===== src/rtl/in_channel_fifo_if.sv =====
// Producer/core-facing signal bundle of the input channel FIFO.
// The master side is the producer plus core; the slave side is the FIFO itself.
interface in_channel_fifo_if #(
   parameter int MemoryElementWidth = 12,
   parameter int CountWidth         = 12
);
   logic                          load_valid;
   logic [MemoryElementWidth-1:0] load_data;
   logic                          load_ready;
   logic                          pop;
   logic [MemoryElementWidth-1:0] pop_data;
   logic                          pop_valid;
   logic [CountWidth-1:0]         size;
   logic                          empty;
   logic [CountWidth-1:0]         consumed;
   logic                          underflow;

   modport master (
      output load_valid, load_data, pop,
      input  load_ready, pop_data, pop_valid, size, empty, consumed, underflow
   );

   modport slave (
      input  load_valid, load_data, pop,
      output load_ready, pop_data, pop_valid, size, empty, consumed, underflow
   );
endinterface


===== src/rtl/in_channel_fifo.sv =====
// Circular-buffer input channel feeding the execution core: producer pushes over
// valid/ready, the core pops one word per "in" and reads the held count.
module in_channel_fifo #(
   parameter int MemoryElementWidth = 12,
   parameter int NIn                = 3,
   parameter int CountWidth         = 12
) (
   input logic               clock,
   input logic               run,
   in_channel_fifo_if.slave  ch
);
   localparam int PtrW = (NIn > 1) ? $clog2(NIn) : 1;
   localparam int CntW = $clog2(NIn + 1);

   typedef logic [PtrW-1:0]               ptr_t;
   typedef logic [CntW-1:0]               cnt_t;
   typedef logic [MemoryElementWidth-1:0] word_t;

   word_t                 mem_q [NIn];
   ptr_t                  rd_ptr_q, rd_ptr_d;
   ptr_t                  wr_ptr_q, wr_ptr_d;
   cnt_t                  count_q, count_d;
   word_t                 pop_data_q, pop_data_d;
   logic                  pop_valid_q, pop_valid_d;
   logic [CountWidth-1:0] consumed_q, consumed_d;
   logic                  underflow_q, underflow_d;
   logic                  push, pop_ok;

   // Explicit wrap so a non-power-of-2 depth never indexes past NIn-1.
   function automatic ptr_t ptr_inc(input ptr_t p);
      return (p == ptr_t'(NIn - 1)) ? '0 : p + ptr_t'(1);
   endfunction

   assign ch.load_ready = (count_q != cnt_t'(NIn));
   assign ch.empty      = (count_q == '0);
   assign ch.size       = CountWidth'(count_q);
   assign ch.pop_data   = pop_data_q;
   assign ch.pop_valid  = pop_valid_q;
   assign ch.consumed   = consumed_q;
   assign ch.underflow  = underflow_q;

   assign push   = ch.load_valid && ch.load_ready;
   assign pop_ok = ch.pop && !ch.empty;

   always_comb begin
      // NOTE: every variable gets a default first so no path leaves it unassigned (no latch).
      rd_ptr_d    = rd_ptr_q;
      wr_ptr_d    = wr_ptr_q;
      count_d     = count_q;
      pop_data_d  = pop_data_q;
      pop_valid_d = 1'b0;
      consumed_d  = consumed_q;
      underflow_d = underflow_q;

      if (push) wr_ptr_d = ptr_inc(wr_ptr_q);

      if (pop_ok) begin
         rd_ptr_d    = ptr_inc(rd_ptr_q);
         pop_data_d  = mem_q[rd_ptr_q];
         pop_valid_d = 1'b1;
         consumed_d  = consumed_q + CountWidth'(1);
      end else if (ch.pop) begin
         underflow_d = 1'b1;
      end

      case ({push, pop_ok})
         2'b10:   count_d = count_q + cnt_t'(1);
         2'b01:   count_d = count_q - cnt_t'(1);
         default: count_d = count_q;
      endcase
   end

   // NOTE: state registers use non-blocking assignments so all update together at the edge.
   always_ff @(posedge clock or negedge run) begin
      if (!run) begin
         rd_ptr_q    <= '0;
         wr_ptr_q    <= '0;
         count_q     <= '0;
         pop_data_q  <= '0;
         pop_valid_q <= 1'b0;
         consumed_q  <= '0;
         underflow_q <= 1'b0;
      end else begin
         rd_ptr_q    <= rd_ptr_d;
         wr_ptr_q    <= wr_ptr_d;
         count_q     <= count_d;
         pop_data_q  <= pop_data_d;
         pop_valid_q <= pop_valid_d;
         consumed_q  <= consumed_d;
         underflow_q <= underflow_d;
      end
   end

   // NOTE: storage is deliberately not reset; count gates every read, so stale words are never seen.
   always_ff @(posedge clock) begin
      if (push) mem_q[wr_ptr_q] <= ch.load_data;
   end
endmodule


===== src/flat_wrapper.sv =====
// flat-port wrapper written by rule: the top's interface ports become plain ports
module in_channel_fifo_flat 
#(
   parameter int MemoryElementWidth = 12,
   parameter int NIn                = 3,
   parameter int CountWidth         = 12
)
  (clock, run, ch_load_valid, ch_load_data, ch_pop, ch_load_ready, ch_pop_data, ch_pop_valid, ch_size, ch_empty, ch_consumed, ch_underflow);
  in_channel_fifo_if #(.MemoryElementWidth(MemoryElementWidth), .CountWidth(CountWidth)) ch_i ();
  input logic clock;
  input logic run;
  input wire logic [$bits(ch_i.load_valid)-1:0] ch_load_valid;
  input wire logic [$bits(ch_i.load_data)-1:0] ch_load_data;
  input wire logic [$bits(ch_i.pop)-1:0] ch_pop;
  output wire logic [$bits(ch_i.load_ready)-1:0] ch_load_ready;
  output wire logic [$bits(ch_i.pop_data)-1:0] ch_pop_data;
  output wire logic [$bits(ch_i.pop_valid)-1:0] ch_pop_valid;
  output wire logic [$bits(ch_i.size)-1:0] ch_size;
  output wire logic [$bits(ch_i.empty)-1:0] ch_empty;
  output wire logic [$bits(ch_i.consumed)-1:0] ch_consumed;
  output wire logic [$bits(ch_i.underflow)-1:0] ch_underflow;
  assign ch_i.load_valid = ch_load_valid;
  assign ch_i.load_data = ch_load_data;
  assign ch_i.pop = ch_pop;
  assign ch_load_ready = ch_i.load_ready;
  assign ch_pop_data = ch_i.pop_data;
  assign ch_pop_valid = ch_i.pop_valid;
  assign ch_size = ch_i.size;
  assign ch_empty = ch_i.empty;
  assign ch_consumed = ch_i.consumed;
  assign ch_underflow = ch_i.underflow;
  in_channel_fifo #(.MemoryElementWidth(MemoryElementWidth), .NIn(NIn), .CountWidth(CountWidth)) u_core (.clock(clock), .run(run), .ch(ch_i));
endmodule

===== config.mk =====
export PLATFORM = sky130hd
export DESIGN_NAME = in_channel_fifo_flat
export DESIGN_NICKNAME = d
export VERILOG_FILES = /design/src/rtl/in_channel_fifo_if.sv /design/src/rtl/in_channel_fifo.sv /design/src/flat_wrapper.sv
export SDC_FILE = /design/constraint.sdc
export NUM_CORES = 1
export LEC_CHECK = 0
export CORE_MARGIN = 2
export CORE_UTILIZATION = 50
export CTS_CLUSTER_DIAMETER = 40
export DETAILED_ROUTE_END_ITERATION = 7
export PLACE_DENSITY = 0.78
export SLEW_MARGIN = 20
export SYNTH_ARGS = -nofsm -noshare
export SYNTH_HDL_FRONTEND = slang
export SYNTH_SLANG_ARGS = --single-unit

===== constraint.sdc =====
create_clock -name clock -period 3.3 [get_ports clock]
set_input_delay 0.66 -clock clock [delete_from_list [all_inputs] [get_ports clock]]
set_output_delay 0.66 -clock clock [all_outputs]
set_load 0.05 [all_outputs]

==> impl_summary.md, run 1 <==
Outcome
The run finished with clean final reports.

Critical path
The number of buffers and inverters on the critical path is 1. The startpoint class of the critical path is a flop. The maximum net fanout on the critical path is 7.

The data arrival time at the worst-slack endpoint is 1.81 ns. The required time of the critical path is 2.64 ns. The setup path with the least slack is of type flop to output port. The master of the slowest instance on the critical path is sky130_fd_sc_hd__clkdlybuf4s50_1. Among cell families on the critical path, the largest total delay comes from buffers and inverters. STA classifies the critical path endpoint as an output port. For this run, the slowest stage of the critical path takes 0.82 ns. Walking the worst path, the cells encountered are nor2_1 > clkdlybuf4s50_1.

Place
The congestion estimate from routability-driven global placement came to 0.728. The total of buffers placed on input and output ports is 45. Detailed placement finished with a half-perimeter wire length of 2950 µm.

Detailed routing
The routed layout has 1536 vias. The wire length per cell after detailed routing is 14.5 µm. The number of design rule violations left after detail routing is 0. After detailed routing, the total wire length is 4530 µm. The number of iterations in the first detailed-routing pass is 4. The routed via count divided by cell count is 4.92. The DRC violation total after the first TritonRoute iteration is 76.

The residual antenna-violating net count after detailed routing is 0.

Floorplanning
In this run the horizontal extent of the chip is 78.0 µm. The starting density of the core is 52.6%. The die covers 0.00609 mm².

The vertical die dimension is 78.0 µm. The number of placement rows is 26. The area of the core is 0.00520 mm².

56 I/O pins were placed.

Timing
Setup violations remaining at the end of the flow were counted as 0. The setup TNS after final layout is 0 ns. In the finished design, the share of the clock period the worst path needs comes to 74.9%. The post-route clock skew is 0.00648 ns. Setup repair after global routing left no endpoint under its margin.

The highest attainable clock frequency is 405 MHz. Measured against its own limit, the worst slew margin works out to 49.4%. The final max-slew violation count is 0. The actual slew at the worst max-slew pin is 0.758 ns.

Subtracting the final worst setup slack from the clock period gives 2.47 ns. The number of hold violations in the final report came to 0.

Yosys
After Yosys synthesis, full adders, half adders and majority gates account for 0.914% of the synthesized area. Sorting the synthesized cells by area gives the leading types as sky130_fd_sc_hd__edfxtp_1 (39%), sky130_fd_sc_hd__dfrtp_1 (29%), sky130_fd_sc_hd__mux2_2 (4.9%). The number of warning messages in the yosys log is 0. The top cell type by total area after synthesis is sky130_fd_sc_hd__edfxtp_1. The synthesized netlist devotes 4.39% of its cell area to compound gates. The part of the Yosys area used for sequential elements is 68.7%. After synthesis, the largest family of logic cells by area is multiplexers. The number of enable flip-flop cells after synthesis is 36. For this run, asynchronously set or reset flops after synthesis account for 47.1%.

Counting flops and latches in the post-synthesis netlist gives 68. In the synthesized netlist, the number of instances is 186. Of the total synthesized cell area, the portion taken by AND, OR, NAND and NOR gates is 6.90%. The most used flip-flop cell after synthesis is sky130_fd_sc_hd__edfxtp_1. In this run the biggest area consumer among cell types represents 39.5% of the synthesized area.

Measured against the total synthesized area, the mux share comes to 9.32%. Synthesis instantiated 27 different standard cells from the library. The area of the mapped netlist is 0.00274 mm². Summing the areas of all xor and xnor instances in the mapped netlist gives 4.48% of the synthesized area.

A synthesized cell averages 14.7 µm².

Global routing
The number of antenna violations at the first check in global routing is 0. The total routing usage reported by global routing is 16.7%. The first global-routing pass estimated 7570 µm of wire. The via count of the first global-routing pass is 1556.

Entering global routing, the biggest net connects 33 pins. The aggregate global routing overflow is 0.

Clock tree
The clock net in this run drives a total of 68 sinks. TritonCTS built the clock tree. In this run the post-CTS setup repair buffer count came out at 0.

Counting along the longest clock path gives a buffer depth of 2. CTS placed an instance of sky130_fd_sc_hd__clkbuf_8 at the clock tree root. The clock input transition at the sequential cells of the worst setup and hold paths is 0.06 ns.

CTS built an H-tree with a depth of 3. The number of hold buffers added after cts is 0. The total of cells resized after clock tree synthesis is 0.

The clock buffer count from CTS is 9. The later pin in the worst-skew pair is clocked with a latency of 0.34 ns.

Layout
The share of post-route cells with drive strength above 1 is 14.5%. In the layout the commonest cells are sky130_fd_sc_hd__clkdlybuf4s50_1 (45), sky130_fd_sc_hd__edfxtp_1 (36), sky130_fd_sc_hd__dfrtp_1 (32), sky130_fd_sc_hd__nand2_1 (23), sky130_fd_sc_hd__o21ai_0 (13). The signed area change from the synthesized netlist to the final layout is 23.3%. The post-layout net count is 255. The library cell used most frequently in the layout, excluding fill and tap cells, is sky130_fd_sc_hd__clkdlybuf4s50_1. 0 antenna diodes ended up in the layout. The core utilization of the finished layout is 64.9%.

Min path
The class of the worst hold path is flop to flop.

Pwr
The power density over cell area is 964 mW/mm². The part of the power in registers is 42.2%. The internal power component is 1920 µW.

The net switching fraction of the power is 41.0%. The leakage power is 0.00133 µW. Of the total power, the clock network draws 17.9%.

IR analysis of the VDD net gives a maximum drop of 0.000796 V. The switching power summed over all nets is 1330 µW. After layout, the design draws a total of 3260 µW. Combinational cells account for 39.8% of the total power.

Run
Across the run, the number of max-cap violations was 0.
==> synth_stat cells, types with 2 or more instances <==
| cell | n |
|---|---|
| sky130_fd_sc_hd__a21o_1 | 3 |
| sky130_fd_sc_hd__and3_1 | 2 |
| sky130_fd_sc_hd__buf_2 | 3 |
| sky130_fd_sc_hd__buf_4 | 13 |
| sky130_fd_sc_hd__dfrtp_1 | 32 |
| sky130_fd_sc_hd__edfxtp_1 | 36 |
| sky130_fd_sc_hd__ha_1 | 2 |
| sky130_fd_sc_hd__mux2_2 | 12 |
| sky130_fd_sc_hd__mux2i_1 | 12 |
| sky130_fd_sc_hd__nand2_1 | 23 |
| sky130_fd_sc_hd__nand3_1 | 4 |
| sky130_fd_sc_hd__nand4_1 | 2 |
| sky130_fd_sc_hd__nor2_1 | 3 |
| sky130_fd_sc_hd__nor3_1 | 2 |
| sky130_fd_sc_hd__o21ai_0 | 13 |
| sky130_fd_sc_hd__xnor2_1 | 12 |
| sky130_fd_sc_hd__xor2_1 | 2 |
==> metrics by stage <==
step	instance area, µm²	setup WS, ns	hold WS, ns	instances
floorplan	2770	0.502	0.364	195
global placement	3210	0.884	0.444	296
detailed placement	3210	0.806	0.452	296
CTS	3380	0.805	0.466	312
global route	3380	0.727	0.492	312
finish	3380	0.828	0.457	312
==> power groups by stage <==
| stage | Clock [µW] | Sequential [µW] | Combinational (µW) |
|---|---|---|---|
| 6_report | 584 | 1380 | 1300 |
| 5_1_grt | 642 | 1410 | 1380 |
| 4_1_cts | 598 | 1380 | 1310 |
| 3_5_place_dp | 0 | 1390 | 1310 |
| 3_3_place_gp | 0 | 1380 | 1280 |
| 2_1_floorplan | 0 | 1710 | 583 |
==> area by class of cell <==
type	instances	area [µm²]
sequential	68	1880
fill	396	1830
multi-input combinational	108	759
timing repair buffer	49	480
clock buffer	13	149
tap	70	87.6
clock inverter	3	15.0
inverter	1	3.75
==> logic make-up (layout without fill, tap and decap cells) <==
kind of cell / Yosys count / after routing
compound gates: 19 / 19
simple gates: 39 / 39
other cells: 1 / 10
flops: 68 / 68
fa+ha+maj: 2 / 2
mux: 24 / 24
buf+inv: 19 / 66
xor+xnor: 14 / 14
==> per-layer routing <==
| metal | global-route usage [%] | vias up | wire length, µm |
|---|---|---|---|
| met5 | 0 | - | 0 |
| met4 | 7.37 | 0 | 91 |
| met3 | 5.63 | 9 | 231 |
| met2 | 26.3 | 47 | 2150 |
| met1 | 21.3 | 743 | 2050 |
| li1 | - | 737 | - |
==> sequential cells by signal, indices dropped and copies added (netlist names) <==
register             flops
u_core.count_q           2
u_core.ch.pop_data      12
u_core.rd_ptr_q          2
u_core.ch.underflow      1
u_core.ch.pop_valid      1
u_core.mem_q            36
u_core.ch.consumed      12
u_core.wr_ptr_q          2
==> worst reg2reg max path, delay by kind of cell (launching register included) <==
| kind | cells | cell delay [ns] |
|---|---|---|
| buffers and inverters | 1 | 0.26 |
| AO/OA/AOI/OAI | 1 | 0.62 |
| AND/OR/NAND/NOR | 1 | 0.07 |
| adder cells (fa/ha/maj) | 1 | 0.28 |
| XOR/XNOR | 2 | 0.29 |
| flip-flops | 1 | 0.49 |
==> worst paths after layout <==
kind | startpoint | slack [ns] | cells after the start | to
setup / recovery | u_core.count_q[0]$_DFFE_PN0P_ | 0.83 | 2 | ch_empty
hold / removal | u_core.ch.underflow$_DFFE_PN0P_ | 0.46 | 1 | u_core.ch.underflow$_DFFE_PN0P_
setup reg to reg | u_core.count_q[0]$_DFFE_PN0P_ | 1.18 | 6 | u_core.count_q[1]$_DFFE_PN0P_
hold reg to reg | u_core.ch.underflow$_DFFE_PN0P_ | 0.46 | 1 | u_core.ch.underflow$_DFFE_PN0P_
max in group asynchronous | run | 2.29 | 2 | u_core.ch.pop_data[8]$_DFFE_PN0P_
min in group asynchronous | run | 0.72 | 2 | u_core.ch.pop_valid$_DFF_PN0_
No activity file was read; power rests on OpenSTA's default activity.
==> inputs of run 2 (changes only) <==
==> constraint.sdc (replaced) <==
create_clock -name clock -period 2.3 [get_ports clock]
set_input_delay 0.46 -clock clock [delete_from_list [all_inputs] [get_ports clock]]
set_output_delay 0.46 -clock clock [all_outputs]
set_load 0.05 [all_outputs]
==> impl_summary.md, run 2 (synthesized netlist as in run 1, its figures left out) <==
Detailed routing
The residual antenna-violating net count after detailed routing is 0. In the final routed layout, each cell accounts on average for 14.5 µm. The number of iterations in the first detailed-routing pass is 4. Wires add up to 4570 µm. The number of design rule violations left after detail routing is 0. The routed via count divided by cell count is 4.99. For this block, the initial DRC count from the detailed router was 81. The routed layout has 1568 vias.

Clock tree
No sink is reached through more buffers than the 2 on the longest clock path. After clock tree synthesis, the flow added hold-fix buffers numbering 0. The insertion delay of the later-clocked pin in the worst-skew pair is 0.33 ns. TritonCTS created 9 clock buffers. The clock tree root buffer cell is sky130_fd_sc_hd__clkbuf_8. CTS built an H-tree with a depth of 3. After clock tree synthesis, the clock-pin slew on the worst setup and hold paths is 0.07 ns. TritonCTS built the clock tree. The clock sink total is 68.

Timing
The clock arrives with 0.00770 ns of skew. On the final layout, the worst hold slack is 0.456 ns. The number of hold violations in the final report came to 0. The post-route minimum period is 2.19 ns. The highest attainable clock frequency is 456 MHz. The final count of negative-setup-slack endpoints is 0.

At the pin with the least slew margin, the transition time is 0.778 ns. For the final routed database, the setup TNS stands at 0 ns. The max-slew headroom at the worst pin is 48.1%.

The final max-slew violation count is 0. Setup repair after global routing left no endpoint under its margin. The fraction of the cycle the final worst path needs is 95.3%.

Floorplanning
The floorplan die area is 0.00609 mm². 56 I/O pins were placed. The number of placement rows is 26.

The starting density of the core is 52.6%. The die is 78.0 µm wide. From bottom edge to top edge, the die measures 78.0 µm. The area of the core is 0.00520 mm².

Pwr
The power density over cell area is 1370 mW/mm². IR analysis of the VDD net gives a maximum drop of 0.000767 V. The leakage power is 0.00134 µW.

Layout
The signed area change from the synthesized netlist to the final layout is 24.4%. The share of post-route cells with drive strength above 1 is 16.0%. Ranked by flip-flop count, first place goes to u_core.mem_q. The number of antenna cells inserted is 0. For this run, the share of the core covered by cells in the final layout is 65.5%. In the layout the commonest cells are sky130_fd_sc_hd__clkdlybuf4s50_1 (44), sky130_fd_sc_hd__edfxtp_1 (36), sky130_fd_sc_hd__dfrtp_1 (32), sky130_fd_sc_hd__nand2_1 (22), sky130_fd_sc_hd__o21ai_0 (13). The post-layout net count is 257. The most common cell after layout, fill and taps aside is sky130_fd_sc_hd__clkdlybuf4s50_1. The flip-flop count of the largest register after layout is 36.

Critical path
The kind of end point of the critical path is an output port. Data on the critical path arrives at its endpoint at 1.73 ns. In this run the worst setup path begins at u_core.count_q[0]$_DFFE_PN0P_. The launch point of the worst reg-to-reg path is u_core.count_q[0]$_DFFE_PN0P_. The endpoint of the lowest-slack register-to-register path is u_core.count_q[1]$_DFFE_PN0P_. Of all nets on the critical path, the largest fanout is 7. The setup slack of the most critical reg-to-reg path is 0.65 ns. STA puts the critical path data required time at 1.84 ns.

The type of the worst setup path is flop to output port. The worst setup path is launched from a flop. The depth of the worst register-to-register path is 5.

Global routing
Entering global routing, the biggest net connects 33 pins. The met1 track demand over resource in global routing is 21.2%. Global routing finished with a remaining overflow of 0. In the global route stage, met3 resource usage came out at 5.17%. The number of antenna violations at the first check in global routing is 0.

After global routing, the most crowded layer is met2. The via count of the first global-routing pass is 1608. The first-pass GRT wire length is 7730 µm. The fraction of met2 tracks used by global routing is 27.2%. In the global route stage, overall resource usage came out at 16.8%.

Min path
The number of cells on the worst hold path is 1. The hold-critical path endpoint is u_core.ch.underflow$_DFFE_PN0P_. The source of the worst hold timing path is u_core.ch.underflow$_DFFE_PN0P_. The class of the worst hold path is flop to flop.

Place
During placement, the flow inserted port buffers numbering 45. The final weighted congestion in routability-driven placement is 0.743. Detailed placement ended at an HPWL of 3070 µm.

Outcome
The flow ran to the end, and the final reports show no timing, DRC or antenna violations.

Run
The tool flagged a number of max-cap violations equal to 0.
-- run 2: changes by cell type in the layout (fill, tap and decap cells not counted), sizes merged --
cell           change
buf                +2
clkinv             +2
clkinvlp           +1
clkdlybuf4s50      -1
dlygate4sd2        +1
clkbuf             -3
-- run 2: final cells by class --
cell class                 count  area [µm²]
sequential                    68        1880
fill                         390        1800
multi-input combinational    108         781
timing repair buffer          51         494
clock buffer                  10         128
tap                           70        87.6
clock inverter                 6        31.3
inverter                       1        3.75
-- run 2: how the worst max path moves through the flow --
stage	depth (start not counted)	slack [ns]	to
2_1_floorplan	4	0.11	u_core.mem_q[1][0]$_DFFE_PP_
3_3_place_gp	4	0.37	u_core.mem_q[1][6]$_DFFE_PP_
3_5_place_dp	6	0.34	u_core.count_q[1]$_DFFE_PN0P_
4_1_cts	2	0.09	ch_load_ready
5_1_grt	2	0.05	ch_load_ready
6_report	2	0.11	ch_load_ready
-- run 2: repair_timing --
action	in CTS	in global routing
buffers inserted	0	0
resized for setup	1	0
endpoints found under the setup margin	1	0
endpoints found under the hold margin	0	0
-- run 2: through the flow --
step	cell area, µm²	setup slack [ns]	instances	total power, µW
2_1_floorplan	2800	0.109	195	3330
3_3_place_gp	3250	0.370	298	3870
3_5_place_dp	3250	0.337	298	3920
4_1_cts	3410	0.0896	314	4730
5_1_grt	3410	0.0457	314	4920
6_report	3410	0.107	314	4670
-- run 2: metal layers --
layer | vias up | part of all wire (%)
met5 | - | 0
met1 | 780 | 44
li1 | 737 | -
met2 | 47 | 50
met4 | 0 | 0.68
met3 | 4 | 5.3
-- run 2: critical path, cell delays in order, from the launching register on --
cell and delay, ns:
sky130_fd_sc_hd__dfrtp_1 0.49, sky130_fd_sc_hd__nand2_2 0.12, sky130_fd_sc_hd__clkdlybuf4s50_1 0.80
-- run 2: where the power goes --
part	leakage, µW	internal [µW]	switching (µW)	total (µW)
logic	0.000527	723	1180	1900
registers	0.000731	1640	325	1970
clock network	0.0000832	380	419	799
==> inputs of run 3 (changes only) <==
--- a/config.mk
+++ b/config.mk
@@ -5,6 +5,8 @@
 export SDC_FILE = /design/constraint.sdc
 export NUM_CORES = 1
 export LEC_CHECK = 0
+export CAP_MARGIN = 40
+export CORE_ASPECT_RATIO = 1.5
 export CORE_MARGIN = 2
 export CORE_UTILIZATION = 50
 export CTS_CLUSTER_DIAMETER = 40
==> impl_summary.md, run 3 (synthesized netlist as in run 1, its figures left out) <==
Clock tree
The tree is rooted in a sky130_fd_sc_hd__clkbuf_8. The clock tree from TritonCTS is built. The number of hold buffers added after cts is 0. For the worst-skew pair, the clock arrives at the later sink with an insertion delay of 0.33 ns.

The total of cells resized after clock tree synthesis is 0. The clock buffer count from CTS is 9. Counting along the longest clock path gives a buffer depth of 2. The H-tree generated during clock tree synthesis spans 3 levels. For this design, the sink count on the clock tree is 68. Once the clock tree was built, the setup fixing pass inserted 0 buffers.

After clock tree synthesis, the clock-pin slew on the worst setup and hold paths is 0.06 ns.

Timing
For the pin with the worst max-slew slack, the measured transition is 0.766 ns. Setup repair after global routing left no endpoint under its margin. The setup TNS after final layout is 0 ns. The number of hold violations in the final report was 0. The fraction of the cycle the final worst path needs is 95.8%. For the final database, setup skew stands at 0.00706 ns. The max-slew headroom at the worst pin is 48.9%. The highest attainable clock frequency is 454 MHz. The clock period could shrink to 2.20 ns.

The final max-slew violation count came to 0. Setup violations remaining at the end of the flow were counted as 0.

Global routing
The via count of the first global-routing pass was 1503. Entering global routing, the biggest net connects 33 pins. The total routing usage reported by global routing is 16.4%. The number of antenna violations at the first check in global routing is 0. The total overflow left after global routing is 0. The first global-routing pass estimated 7130 µm of wire.

Detailed routing
Using the TritonRoute via totals, the vias-per-cell ratio works out to 4.94. The DRC violation total after the first TritonRoute iteration is 47. The total detailed-routing wirelength is 4440 µm. In this run the remaining antenna-violating nets after routing total 0. For this run, design rule violations remaining after detail routing come to 0.

The total number of vias is 1542. The wire length per cell after detailed routing is 14.2 µm. The pre-antenna-repair detailed-routing pass consisted of 3 iterations.

Layout
The number of antenna cells inserted is 0. The most common cell after layout, fill and taps aside is sky130_fd_sc_hd__clkdlybuf4s50_1. The share of post-route cells with drive strength above 1 is 15.3%. In the layout the commonest cells are sky130_fd_sc_hd__clkdlybuf4s50_1 (44), sky130_fd_sc_hd__edfxtp_1 (36), sky130_fd_sc_hd__dfrtp_1 (32), sky130_fd_sc_hd__nand2_1 (22), sky130_fd_sc_hd__o21ai_0 (13). For this run, the post-layout net count is 256. The register with the most flip-flops in the layout has 36 of them. The signed area change from the synthesized netlist to the final layout is 25.3%. The top register by number of flip-flops is u_core.mem_q.

The core utilization of the finished layout is 63.9%. The finished cells cover 0.00343 mm².

Floorplanning
The vertical die dimension is 94.6 µm. From left edge to right edge, the die measures 64.4 µm. The starting density of the core is 51.0%. After floorplanning, the core was divided into 33 placement rows. The total area inside the core boundary comes to 0.00537 mm². The number of top-level design ports is 56.

The floorplan die area is 0.00610 mm².

Pwr
The switching power summed over all nets is 1900 µW. Total power for the finished layout comes to 4810 µW. For this design the static power due to leakage is 0.00135 µW.

The net switching fraction of the power is 39.4%. In this run, the combinational gates consume 39.3% of the power. Cell internal power was estimated by the tool at 2910 µW. The portion of total power attributed to the clock network is 19.6%. The part of the power in registers is 41.1%. In this run the power density over the cells is 1400 mW/mm².

The highest ir drop seen on vdd is 0.000674 V.

Critical path
Setup slack on the worst reg-to-reg path comes out at 0.49 ns. In this run the number of cells on the critical path is 1. The maximum net fanout on the critical path is 7. The kind of cell with the highest combined delay on the critical path is buffers and inverters. The master of the slowest instance on the critical path is sky130_fd_sc_hd__clkdlybuf4s50_1. Traced cell by cell, the critical path runs through clkdlybuf4s50_1. The worst register-to-register path begins at u_core.count_q[0]$_DFFE_PN0P_.

The depth of the worst register-to-register path is 5. The type of the worst setup path is flop to output port. The count of buffering cells on the critical path with inverters included is 1. For the worst setup path, the data arrival time is 1.74 ns. The startpoint class of the critical path is a flop. The endpoint of the lowest-slack register-to-register path is u_core.count_q[1]$_DFFE_PN0P_.

The kind of end point of the critical path is an output port. For the worst setup path, the data required time is 1.84 ns. The delay of the slowest cell on the worst path is 0.88 ns.

Place
At the end of routability-driven placement, the weighted congestion stood at 0.736. The HPWL after detailed placement is 3060 µm. The total of buffers placed on input and output ports is 45. The cell area after placement is 0.00324 mm².

Min path
The hold-critical path endpoint is u_core.ch.underflow$_DFFE_PN0P_. Counting instances, the worst hold path has a depth of 1. The worst hold path begins at u_core.ch.underflow$_DFFE_PN0P_.

The class of the worst hold path is flop to flop.

Run
Across the run, the number of max-cap violations was 0.

Outcome
The run finished with clean final reports.
[run 3: cell count changes in the layout (fill, tap and decap cells not counted), sizes merged]
cell         delta
bufinv          +1
clkbuf          +3
clkinv          -4
clkinvlp        -1
dlygate4sd2     -1
[run 3: how the worst max path moves through the flow]
stage                                   from                             to
2_1_floorplan  u_core.count_q[0]$_DFFE_PN0P_   u_core.mem_q[1][0]$_DFFE_PP_
6_report       u_core.count_q[0]$_DFFE_PN0P_                     ch_size[0]
5_1_grt        u_core.count_q[0]$_DFFE_PN0P_                  ch_load_ready
4_1_cts        u_core.count_q[0]$_DFFE_PN0P_                  ch_load_ready
3_5_place_dp                          ch_pop  u_core.count_q[1]$_DFFE_PN0P_
3_3_place_gp                          ch_pop  u_core.count_q[1]$_DFFE_PN0P_
[run 3: power by group through the flow]
stage / registers (µW) / logic [µW] / clock network (µW)
2_1_floorplan: 2470 / 863 / 0
3_3_place_gp: 1990 / 1870 / 0
3_5_place_dp: 2010 / 1910 / 0
4_1_cts: 1990 / 1910 / 975
5_1_grt: 2030 / 2020 / 1020
6_report: 1980 / 1890 / 943
[run 3: final cells by class]
type	instances	area, µm²
Multi-Input combinational cell	108	781
Inverter	1	3.75
Clock inverter	2	33.8
Fill cell	436	1940
Timing Repair Buffer	50	485
Clock buffer	13	159
Sequential cell	68	1880
Tap cell	70	87.6
[run 3: worst reg2reg max path, stage by stage, from the launching register on]
cell and delay [ns]:
sky130_fd_sc_hd__dfrtp_1 0.49, sky130_fd_sc_hd__o21ai_4 0.39, sky130_fd_sc_hd__inv_1 0.19, sky130_fd_sc_hd__ha_1 0.37
sky130_fd_sc_hd__nor2_1 0.14, sky130_fd_sc_hd__xor2_1 0.16
[run 3: stage by stage]
stage / hold WS (ns) / worst slack, ns / instances
floorplan: 0.164 / 0.109 / 195
global placement: 0.441 / 0.271 / 297
detailed placement: 0.452 / 0.205 / 297
CTS: 0.466 / 0.0721 / 312
global route: 0.499 / 0.0419 / 312
finish: 0.465 / 0.0974 / 312
[run 3: layer usage]
| metal | track usage (%) | vias to the layer above | wire length, µm |
|---|---|---|---|
| met5 | 0 | - | 0 |
| met4 | 7.98 | 0 | 102 |
| met3 | 5.01 | 8 | 192 |
| met2 | 28.6 | 39 | 2470 |
| met1 | 18.0 | 759 | 1680 |
| li1 | - | 736 | - |
==> patch 1: new RTL, flow settings as in run 2 <==
`consumed_q` no longer has a reset.
--- a/src/rtl/in_channel_fifo.sv
+++ b/src/rtl/in_channel_fifo.sv
@@ -78,7 +78,6 @@
          count_q     <= '0;
          pop_data_q  <= '0;
          pop_valid_q <= 1'b0;
-         consumed_q  <= '0;
          underflow_q <= 1'b0;
       end else begin
          rd_ptr_q    <= rd_ptr_d;
@@ -86,9 +85,12 @@
          count_q     <= count_d;
          pop_data_q  <= pop_data_d;
          pop_valid_q <= pop_valid_d;
-         consumed_q  <= consumed_d;
          underflow_q <= underflow_d;
       end
+   end
+
+   always_ff @(posedge clock) begin
+      consumed_q <= consumed_d;
    end
 
    // NOTE: storage is deliberately not reset; count gates every read, so stale words are never seen.
Function: changed (Yosys sat finds a counterexample within 4 cycles, from zero or initial values; the reset may be asserted at any time).
==> patch 1 against run 2 <==
Total power is 5.0% higher. Largest power group unchanged. Highest routed layer unchanged. Wire length down 0.28%. Register-to-register slack better by 0.03 ns. Clock power shrank 0.5%. Utilization fell by 2.3 points. Cell area increased by 2.1%. Synthesized area up 3.5%. Worst setup slack better by 0.038 ns. Sequential cell count did not move. Fmax is 1.8% higher. Clock skew rose by 0.0017 ns. Critical path depth stayed put. First-iteration DRC count is 14% lower.
==> patch 1: results (changes against run 2) <==
- The number of distinct library cell variants in the gate-level netlist after synthesis is 30 (+11%).
- The startpoint identified for the worst register-to-register timing path is u_core.rd_ptr_q[0].
- The xor-xnor portion of the synthesized cell area is 0.0402 (-0.00461).
- The clock latency on the worst-skew pair is 0.32 ns.
- The estimated wirelength of the detail-placed design is 3110 microns (+1.5%).
- The routed wire length is 4550 microns (-0.28%).
- The multiplexer area fraction after synthesis is 0.0993 (+0.00610).
- The number of synthesized flops with an enable pin is 48 (+33%).
- The worst setup slack before clock tree synthesis is 0.369 ns (+0.0323 ns).
- The post-detailed-route via-to-cell ratio was 4.87 (-2.5%).
- The setup slack of the worst register-to-register path is 0.68 ns (+0.03 ns).
- The leakage power of the design is 0.00135 uW (+0.84%).
- The DRC violation total after the first TritonRoute iteration is 70 (-14%).
- The largest net degree at the start of global routing is 29 (-12%).
- The fraction of the yosys area taken by sequential cells was 0.685 (-0.00216).
- The number of cells on the worst reg-to-reg path is 3 (-2).
- The data arrival time of the critical path is 1.70 ns (-0.03 ns).
- The final hold slack is 0.462 ns (+0.00649 ns).
- The proportion of register bits with asynchronous set or reset after synthesis is 0.294 (-0.176).
- The wire length of the first global-routing pass is 7620 microns (-1.4%).
- The fraction of the mapped netlist area in compound gates is 0.0415 (-0.00237).
- The level count of the clock H-tree is 3 (unchanged).
- The post-synthesis adder-cell area fraction is 0.00883 (-0.000310).
- The via count of the first global-routing pass is 1607 (-0.062%).
- The endpoint of the worst register-to-register path is u_core.ch.pop_data[9].
- The final weighted congestion in routability-driven placement is 0.713 (-4.1%).
- The worst-case headroom to the max-slew limit is 0.506 (+0.0243).
- The quantity of I/O buffers inserted on ports came to 45 (unchanged).
- The overflow left after global routing is 0 (unchanged).
- The commonest cells after synthesis are sky130_fd_sc_hd__edfxtp_1 (48), sky130_fd_sc_hd__dfrtp_1 (20), sky130_fd_sc_hd__nand2_1 (16).
- Ranked by total cell area, the synthesized netlist is headed by sky130_fd_sc_hd__edfxtp_1 (51%), sky130_fd_sc_hd__dfrtp_1 (18%), sky130_fd_sc_hd__mux2i_1 (4.2%).
- The first-pass detailed-route iteration total is 4 (unchanged).
- The share of layout cells above drive strength 1 is 0.169 (+0.00889).
- The flow ran to the end, and the final reports show no timing, DRC or antenna violations.
- The overall routing resource usage came to 0.165 (-0.00291).
- The worst ir drop on vdd is 0.872 mV (+14%).
- The post-layout net count is 256 (-0.39%).
- The setup clock skew after layout is 0.00940 ns (+0.00171 ns).
- For this run, the slowest stage of the critical path takes 0.79 ns.
- The number of fill cells is 443 (+14%).
patch 1: changes by cell type in the layout (fill, tap and decap cells not counted), sizes merged, moves of 2 or more:
| cell | run 2 | this run |
|---|---|---|
| and3 | 2 | 0 |
| dfrtp | 32 | 20 |
| edfxtp | 36 | 48 |
| inv | 1 | 5 |
| nand2 | 23 | 16 |
| nor2 | 3 | 5 |
| nor3 | 3 | 5 |
| xnor2 | 12 | 6 |
| xor2 | 2 | 7 |
patch 1: cells by family (layout without fill, tap and decap cells):
kind of cell,Yosys count,after routing
AOI/OAI and AO/OA,19,19
xor gates and xnor gates,13,13
adders and majority gates,2,2
buffers and inverters,23,72
DFF,68,68
muxes,24,24
other,1,10
and+or+nand+nor,35,35
patch 1: routing by layer:
metal / share of wire / wire (microns) / track usage
met4: 0.0081 / 37 / 0.0828
met2: 0.53 / 2390 / 0.274
met5: 0 / 0 / 0
met1: 0.42 / 1930 / 0.199
met3: 0.042 / 189 / 0.0432
patch 1: worst max-delay path by stage:
stage	start	end	slack, ns	depth (start not counted)
2_1_floorplan	u_core.count_q[0]	u_core.count_q[1]	0.1	9
3_3_place_gp	ch_load_valid	u_core.mem_q[1][11]	0.41	4
3_5_place_dp	ch_load_valid	u_core.mem_q[1][11]	0.37	4
4_1_cts	u_core.count_q[0]	ch_empty	0.04	2
5_1_grt	u_core.count_q[0]	ch_load_ready	0.07	2
6_report	u_core.count_q[0]	ch_load_ready	0.14	2
patch 1: final cells by class:
cell class                      count  area share
Sequential cell                    68       0.558
Multi-Input combinational cell    103       0.221
Tap cell                           72      0.0259
Inverter                            5     0.00540
Timing Repair Buffer               51       0.143
Clock buffer                       10      0.0367
Clock inverter                      6     0.00900
patch 1: metrics by stage:
step	cell area [sq um]	cells	total power [uW]
final	3480	315	4900
after global routing	3480	315	5180
after CTS	3470	315	4960
after detailed placement	3320	299	4160
after global placement	3320	299	4090
after floorplan	2870	194	3570
patch 1: power by group:
group	total [uW]	switching, uW	internal, uW
clock network	795	415	380
logic	2040	1240	796
registers	2060	338	1730
total	4900	2000	2900
patch 1: repair_timing:
action                                  CTS  global route
endpoints found under the setup margin    0             1
gates resized for setup                   0             1
hold endpoints to repair                  0             0
==> patch 2: new RTL, settings of run 2 <==
Without the edit above. `CountWidth` is set to 12 in 3 places; all go to 6.
--- a/src/rtl/in_channel_fifo_if.sv
+++ b/src/rtl/in_channel_fifo_if.sv
@@ -2,7 +2,7 @@
 // The master side is the producer plus core; the slave side is the FIFO itself.
 interface in_channel_fifo_if #(
    parameter int MemoryElementWidth = 12,
-   parameter int CountWidth         = 12
+   parameter int CountWidth         = 6
 );
    logic                          load_valid;
    logic [MemoryElementWidth-1:0] load_data;
--- a/src/rtl/in_channel_fifo.sv
+++ b/src/rtl/in_channel_fifo.sv
@@ -3,7 +3,7 @@
 module in_channel_fifo #(
    parameter int MemoryElementWidth = 12,
    parameter int NIn                = 3,
-   parameter int CountWidth         = 12
+   parameter int CountWidth         = 6
 ) (
    input logic               clock,
    input logic               run,
--- a/src/flat_wrapper.sv
+++ b/src/flat_wrapper.sv
@@ -3,7 +3,7 @@
 #(
    parameter int MemoryElementWidth = 12,
    parameter int NIn                = 3,
-   parameter int CountWidth         = 12
+   parameter int CountWidth         = 6
 )
   (clock, run, ch_load_valid, ch_load_data, ch_pop, ch_load_ready, ch_pop_data, ch_pop_valid, ch_size, ch_empty, ch_consumed, ch_underflow);
   in_channel_fifo_if #(.MemoryElementWidth(MemoryElementWidth), .CountWidth(CountWidth)) ch_i ();
Interface: changed (resized ch_consumed and ch_size); port bits go from 56 to 44. The function was not compared with the original's and may differ.
==> patch 2 against run 2 <==
Total power rose by 0.57%. Sequential cell count fell by 6. Synthesized area fell by 9.7%. Worst setup slack improved by 0.036 ns. Utilization fell by 0.38 points. Sequential power fell by 6%. First-iteration DRC count fell by 11%. Hold slack improved by 0.0079 ns. Cell area fell by 9.2%. Wire length fell by 10%. Via count fell by 12%. Clock skew fell by 0.0023 ns. Critical path type unchanged. Critical endpoint unchanged.
==> patch 2: results (changes against run 2) <==
- The level count of the clock H-tree is 3 (unchanged).
- The overall routing resource usage is 0.175 (+0.00746).
- The final setup slack of the worst path is 0.143 ns (+0.0363 ns).
- The path class of the tightest hold or removal check is register to register.
- The clock-pin slew on the worst setup and hold paths is 0.07 ns (about the same).
- The cell class contributing the biggest share of worst-path delay is buffers and inverters.
- The final weighted congestion in routability-driven placement is 0.763 (+2.7%).
- The synthesis warning total came to 0 (unchanged).
- The timing startpoint of the critical path is u_core.count_q[0].
- The estimated wirelength of the detail-placed design is 2710 microns (-12%).
- The leakage power of the design is 0.00120 uW (-10%).
- The flow ran to the end, and the final reports show no timing, DRC or antenna violations.
- Yosys attributes the largest share of cell area to sky130_fd_sc_hd__edfxtp_1 (44%), sky130_fd_sc_hd__dfrtp_1 (26%), sky130_fd_sc_hd__mux2i_1 (4.9%).
- The DRC violation total after the first TritonRoute iteration is 72 (-11%).
- The number of distinct library cell variants in the gate-level netlist after synthesis is 28 (+3.7%).
- The routed wire length is 4110 microns (-10%).
- The number of antenna violations at the first check in global routing is 0 (unchanged).
- The number of cells on the worst reg-to-reg path is 3 (-2).
- The fraction of the yosys area taken by sequential cells is 0.700 (+0.0133).
- The largest buffer count on any clock path is 2 (unchanged).
- The post-detailed-route via-to-cell ratio was 5.02 (+0.49%).
- The worst setup slack before clock tree synthesis is 0.361 ns (+0.0244 ns).
- The post-layout net count is 222 (-14%).
- The peak per-stage delay on the critical path came to 0.80 ns (about the same).
- The setup slack of the worst register-to-register path is 0.70 ns (+0.05 ns).
- The clock tree root buffer cell is sky130_fd_sc_hd__clkbuf_8.
- In this run the critical register-to-register path is captured at u_core.ch.pop_data[4].
- After synthesis, the most frequently instantiated cells are sky130_fd_sc_hd__edfxtp_1 (36), sky130_fd_sc_hd__dfrtp_1 (26), sky130_fd_sc_hd__nand2_1 (19).
- The share of layout cells above drive strength 1 is 0.182 (+0.0220).
- The end point of the most critical hold path is u_core.ch.underflow.
- The largest net degree at the start of global routing is 30 (-9.1%).
- The area share of the leading cell type in the synthesized netlist came to 0.437 (+0.0425).
- The number of fill cells is 366 (-6.2%).
- The worst-case headroom to the max-slew limit is 0.508 (+0.0266).
- The clock latency on the worst-skew pair is 0.34 ns.
- The wire length of the first global-routing pass was 6820 microns (-12%).
- The first-pass detailed-route iteration total was 4 (unchanged).
- The quantity of I/O buffers inserted on ports is 39 (-13%).
- The worst ir drop on vdd came to 0.587 mV (-23%).
- The setup clock skew after layout was 0.00542 ns (-0.00228 ns).
- The final hold slack was 0.464 ns (+0.00792 ns).
- The total clock buffers created by CTS is 9 (unchanged).
- The end point of the critical path is ch_load_ready.
- The data arrival time of the critical path is 1.70 ns (-0.03 ns).
- The via count of the first global-routing pass came to 1431 (-11%).
- The worst hold path cell count is 1 (unchanged).
- The launch instance of the worst min-delay path is u_core.ch.underflow.
- The register name with the most flops is u_core.mem_q.
- The worst register-to-register path begins at u_core.rd_ptr_q[0].
- The proportion of register bits with asynchronous set or reset after synthesis came to 0.419 (-0.0512).
-- patch 2: final cells by class --
type / count / share of cell area
Sequential cell: 62 / 0.560
Multi-Input combinational cell: 86 / 0.210
Timing Repair Buffer: 44 / 0.138
Clock buffer: 9 / 0.0400
Tap cell: 67 / 0.0271
Clock inverter: 7 / 0.0239
Inverter: 1 / 0.00121
-- patch 2: power breakdown --
group          leakage (uW)  internal [uW]  switching [uW]
sequential         0.000647           1530             321
clock             0.0000895            501             432
combinational      0.000467            757            1150
total               0.00120           2790            1900
-- patch 2: cell families (layout without fill, tap and decap cells) --
group | count (synthesis) | count (layout) | synth area share
flip-flops | 62 | 62 | 0.700
AND/OR/NAND/NOR | 29 | 29 | 0.0562
multiplexers | 24 | 24 | 0.114
AO/OA/AOI/OAI | 19 | 19 | 0.0466
buffers and inverters | 13 | 61 | 0.0430
XOR/XNOR | 8 | 8 | 0.0283
adder cells (fa/ha/maj) | 2 | 2 | 0.0101
other | 1 | 4 | 0.00152
-- patch 2: metal layers --
metal | vias to the layer above | track usage | wire length (microns)
met1 | 680 | 0.210 | 1810
met5 | - | 0 | 0
met4 | 0 | 0.105 | 99
li1 | 653 | - | -
met2 | 41 | 0.277 | 2000
met3 | 11 | 0.0583 | 209
-- patch 2: what timing repair did --
action / 4_1_cts / 5_1_grt
resized for setup: 1 / 0
setup endpoints to repair: 1 / 0
hold buffers: 0 / 0
-- patch 2: metrics by stage --
step	area [sq um]	cells	util	total power, uW
6_report	3090	276	0.651	4700
5_1_grt	3090	276	0.651	4960
4_1_cts	3090	276	0.651	4750
3_5_place_dp	2900	260	0.609	3820
3_3_place_gp	2900	260	0.609	3730
2_1_floorplan	2490	161	-	3250
